$ cat src/rtl/mem_port_arbiter.sv
// mem_port_arbiter: shares one fixed-latency single-ported memory between fetch and data ports
module mem_port_arbiter #(
   parameter int ADDR_W       = 32,
   parameter int DATA_W       = 32,
   parameter int MEM_LAT      = 2,
   parameter int MAX_DM_BURST = 4
) (
   input  logic              clk,
   input  logic              rst,
   input  logic              if_req,
   input  logic [ADDR_W-1:0] if_addr,
   output logic              if_done,
   output logic [DATA_W-1:0] if_rdata,
   input  logic              dm_req,
   input  logic              dm_we,
   input  logic [ADDR_W-1:0] dm_addr,
   input  logic [DATA_W-1:0] dm_wdata,
   output logic              dm_done,
   output logic [DATA_W-1:0] dm_rdata,
   output logic              mem_en,
   output logic              mem_we,
   output logic [ADDR_W-1:0] mem_addr,
   output logic [DATA_W-1:0] mem_wdata,
   input  logic [DATA_W-1:0] mem_rdata,
   output logic              stall_f,
   output logic              stall_m
);
   typedef enum logic [1:0] {IDLE, BUSY_IF, BUSY_DM} state_t;

   localparam logic [3:0] CNT_INIT  = 4'(MEM_LAT - 1);
   localparam logic [3:0] BURST_MAX = 4'(MAX_DM_BURST);

   state_t            r_state;
   state_t            w_next;
   logic [3:0]        r_cnt;
   logic [3:0]        r_burst;
   logic [ADDR_W-1:0] r_addr;
   logic              r_we;
   logic [DATA_W-1:0] r_wdata;
   logic              w_grant_dm;
   logic              w_grant_if;
   logic              w_fin;

   assign w_fin = (r_state != IDLE) && (r_cnt == 4'd0);

   // grant arbitration in IDLE (data first unless fetch has waited a full burst); release when the access ends
   always_comb begin
      w_grant_dm = 1'b0;
      w_grant_if = 1'b0;
      w_next     = r_state;
      if (r_state == IDLE) begin
         w_grant_dm = dm_req && !(if_req && r_burst == BURST_MAX);
         w_grant_if = !w_grant_dm && if_req;
         w_next     = w_grant_dm ? BUSY_DM : (w_grant_if ? BUSY_IF : IDLE);
      end else if (w_fin) begin
         w_next = IDLE;
      end
   end

   // owner state register
   always_ff @(posedge clk or negedge rst) begin
      if (!rst) r_state <= IDLE;
      else      r_state <= w_next;
   end

   // latency counter: loaded on grant, counts down to the completing cycle
   always_ff @(posedge clk or negedge rst) begin
      if (!rst)                         r_cnt <= 4'd0;
      else if (w_grant_dm || w_grant_if) r_cnt <= CNT_INIT;
      else if (r_cnt != 4'd0)           r_cnt <= r_cnt - 4'd1;
   end

   // consecutive data grants taken while fetch waits; cleared whenever fetch is served or not asking
   always_ff @(posedge clk or negedge rst) begin
      if (!rst)                  r_burst <= 4'd0;
      else if (r_state == IDLE)  r_burst <= (w_grant_dm && if_req)
                                            ? ((r_burst == BURST_MAX) ? r_burst : r_burst + 4'd1)
                                            : 4'd0;
   end

   // capture the winning request so later requester changes cannot disturb the access
   always_ff @(posedge clk or negedge rst) begin
      if (!rst) begin
         r_addr  <= '0;
         r_we    <= 1'b0;
         r_wdata <= '0;
      end else if (w_grant_dm) begin
         r_addr  <= dm_addr;
         r_we    <= dm_we;
         r_wdata <= dm_wdata;
      end else if (w_grant_if) begin
         r_addr  <= if_addr;
         r_we    <= 1'b0;
         r_wdata <= '0;
      end
   end

   assign mem_en    = (r_state != IDLE);
   assign mem_we    = r_we;
   assign mem_addr  = r_addr;
   assign mem_wdata = r_wdata;
   assign if_done   = w_fin && (r_state == BUSY_IF);
   assign dm_done   = w_fin && (r_state == BUSY_DM);
   assign if_rdata  = if_done ? mem_rdata : '0;
   assign dm_rdata  = dm_done ? mem_rdata : '0;
   assign stall_f   = rst && if_req && !if_done;
   assign stall_m   = rst && dm_req && !dm_done;
endmodule
$ cat config.mk
export PLATFORM = sky130hd
export DESIGN_NAME = mem_port_arbiter
export DESIGN_NICKNAME = d
export VERILOG_FILES = /design/src/rtl/mem_port_arbiter.sv
export SDC_FILE = /design/constraint.sdc
export NUM_CORES = 1
export LEC_CHECK = 0
export CAP_MARGIN = 20
export CORE_ASPECT_RATIO = 0.6
export CORE_MARGIN = 2
export CORE_UTILIZATION = 35
export CTS_CLUSTER_DIAMETER = 40
export DETAILED_ROUTE_END_ITERATION = 8
export GPL_TIMING_DRIVEN = 0
export PLACE_DENSITY = 0.88
export SLEW_MARGIN = 20
export SYNTH_ARGS = -nofsm -noshare
export SYNTH_HDL_FRONTEND = slang
export SYNTH_SLANG_ARGS = --single-unit
$ cat constraint.sdc
create_clock -name clk -period 3.1 [get_ports clk]
set_clock_uncertainty 0.1 [all_clocks]
set_input_delay 0.93 -clock clk [delete_from_list [all_inputs] [get_ports clk]]
set_output_delay 0.93 -clock clk [all_outputs]
set_load 0.03 [all_outputs]
==> impl_metrics.ini <==
[grt]
first_global_vias = 4269
gr-usage-met2_pct = 42.9
busiest_layer = met2
grt_pass1_wl_um = 22500
use_met1_pct = 29.9
grt.overflow.total = 0
grt_max_degree = 62
grtUsageMet3_pct = 5.65
grt_usage_pct = 24.1
antenna_found_initial = 0

[yosys]
synth_xor_area_share_pct = 0.232
synth_compound_area_share_pct = 21.4
syn_area_sq_um = 3770
synth_simple_gate_area_share_pct = 21.4
synthArstFlopShare_pct = 100
ys_seq_elements = 75
synth_cell_types = 30
synth_ff_type = dfrtp_1
yosysTopAreaCellShare_pct = 49.7
synth_mux_area_share_pct = 0.265
synthCells = 387
syn_area_per_cell_sq_um = 9.75
synth_nets = 523
yosys.area.top_type = dfrtp_1
synthAdderAreaFrac_pct = 0.994
yosysSeqAreaShare_pct = 49.7
synthTopCellsByArea = dfrtp_1, and2_1, a22o_1, a221oi_1, nor2_1
yosys_warnings = 0
synth_edf_count = 0
synth_top_family_by_area = simple AND/OR/NAND/NOR gates

[floorplanning]
initial_utilization_pct = 35.9
floorplan.core_area_sq_um = 10500
design.die.area_sq_um = 11700
die_h_um = 84.4
rows = 29
fp.dieW_um = 138
top_level_ports = 267

[clock_tree]
root_buffer = clkbuf_16
cts_max_level = 3
clk_path_buf_depth = 2
cts_hold_buf = 0
cts_tree = yes
clk_pin_slew_ns = 0.06
cts_sinks = 75
numCtsBuffers = 9
clock_latency_ns = 0.33

[final_layout]
nFillCells = 754
diodes = 0
most-common-layout-cells = clkdlybuf4s50_1, dfrtp_1, buf_6
final_util_pct = 70.4
layout_commonest_cell = clkdlybuf4s50_1
final_nets = 817
syn_to_final_growth_pct = 96.2
drive_gt1_share_pct = 27.3
fin_area_sq_um = 7400

[timing]
final-hold-violation-count = 0
final.setup.worst_slack_ns = -0.123
rsz0062_at_grt = true
hold_ws_ns = 0.357
slew_headroom_pct = 63.2
tightest_slew_ns = 0.552
slew_viol_final = 0
setup_tns_ns = -5.12
finalCritPeriodShare_pct = 104
maxClockFrequency_mhz = 310
finalSetupViolCount = 64
period_minus_slack_ns = 3.22

[worst_setup_path]
worstPathArrival_ns = 2.19
startpoint_type = flop
r2r-end = mem_addr[13]$_DFFE_PN0P_
worstPathRequired_ns = 2.07
regToRegStartpoint = r_burst[0]$_DFFE_PN0P_
reg2reg_setup_slack_ns = 0.85
path_max_fanout = 5
worstSetupPathType = reg2out
cp-end-kind = output port
worst-r2r-cell-count = 6

[status]
status = finished, violations left
violations = setup timing

[route]
ant_nets = 0
dr.pass1.iters = 4
drc = 0
routedWlPerCell_um = 18.3
viasPerCell = 5.14
dr_total_vias = 4244
first_iter_violations = 222
wirelength_um = 15100

[pwr]
peakVddDrop_mv = 0.843
p_per_area_nw_per_um2 = 954
finalPower_mw = 7.06
p_leak_nw = 3.26

[place]
post-dp-hpwl_um = 10700
gp_congestion = 0.851
numPortBuffers = 266
placed_area_sq_um = 6640

[job]
max_cap_viol_count = 0

[hold_path]
hold_path.class = in2async
## how the worst max path moves through the flow
stage | start | to | slack, ns | cells past startpoint
global placement | rst | stall_m | -2.76 | 4
floorplan | r_cnt[0]$_DFFE_PN0P_ | if_rdata[23] | 0.15 | 7
CTS | r_cnt[0]$_DFFE_PN0P_ | if_rdata[7] | -0.12 | 9
global route | r_cnt[1]$_DFFE_PN0P_ | if_rdata[23] | -0.22 | 8
finish | r_cnt[1]$_DFFE_PN0P_ | if_rdata[23] | -0.12 | 8
detailed placement | r_cnt[0]$_DFFE_PN0P_ | if_rdata[24] | -0.51 | 8
## per-layer routing
layer | vias up | part of all wire (%)
met5 | - | 0
met4 | 0 | 1.8
met3 | 23 | 5.7
met2 | 199 | 51
met1 | 2072 | 42
li1 | 1950 | -
## cells in the mapped netlist, types with 2 or more instances
cell	n
inv_1	6
nor2_1	70
and2_1	66
nand3_1	3
o311ai_0	2
buf_2	10
clkbuf_1	18
ha_1	3
dfrtp_1	75
a221oi_1	32
a21oi_1	34
nand3b_1	2
nor3b_4	2
nand2_1	9
a22o_1	34
buf_6	7
## power breakdown
group	internal, mW	switching [mW]	total, mW
Combinational	1.89	2.34	4.22
Clock	0.632	0.430	1.06
Sequential	1.46	0.314	1.78
## critical path, cell delays in order (launching register included)
cell	delay, ns
dfrtp_1	0.38
inv_1	0.07
ha_2	0.17
or3b_4	0.42
nor3b_4	0.24
buf_6	0.17
clkbuf_16	0.14
and2_4	0.15
buf_6	0.12
## cell families after synthesis
| group | Yosys count |
|---|---|
| AO/OA/AOI/OAI | 108 |
| AND/OR/NAND/NOR | 157 |
| flip-flops | 75 |
| adder cells (fa/ha/maj) | 3 |
| multiplexers | 1 |
| XOR/XNOR | 1 |
| buffers and inverters | 42 |
## state kept, by name (all words and copies together), names as in the netlist
signal,cells
r_burst,4
r_state,2
mem_wdata,32
mem_addr,32
mem_we,1
r_cnt,4
## area by class of cell
class / count / area (sq um) / area share, %
Timing Repair Buffer: 285 / 2990 / 40.4
Sequential cell: 75 / 1880 / 25.3
Multi-Input combinational cell: 270 / 1840 / 24.9
Clock buffer: 10 / 229 / 3.09
Buffer: 33 / 196 / 2.65
Tap cell: 139 / 174 / 2.35
Clock inverter: 6 / 72.6 / 0.980
Inverter: 7 / 26.3 / 0.355
## stage by stage
| stage | setup slack, ns | cells |
|---|---|---|
| finish | -0.123 | 825 |
| global route | -0.215 | 825 |
| CTS | -0.120 | 817 |
| detailed placement | -0.507 | 793 |
| global placement | -2.76 | 792 |
| floorplan | 0.152 | 387 |
## repair_timing
| action | in CTS | in global routing |
|---|---|---|
| endpoints found under the setup margin | 69 | 68 |
| buffers inserted | 9 | 2 |
| gates resized for setup | 470 | 81 |
| pin swaps | 3 | 31 |
| gates cloned | 0 | 7 |
| endpoints found under the hold margin | 0 | 0 |
Power figures use the tool's default switching activity.
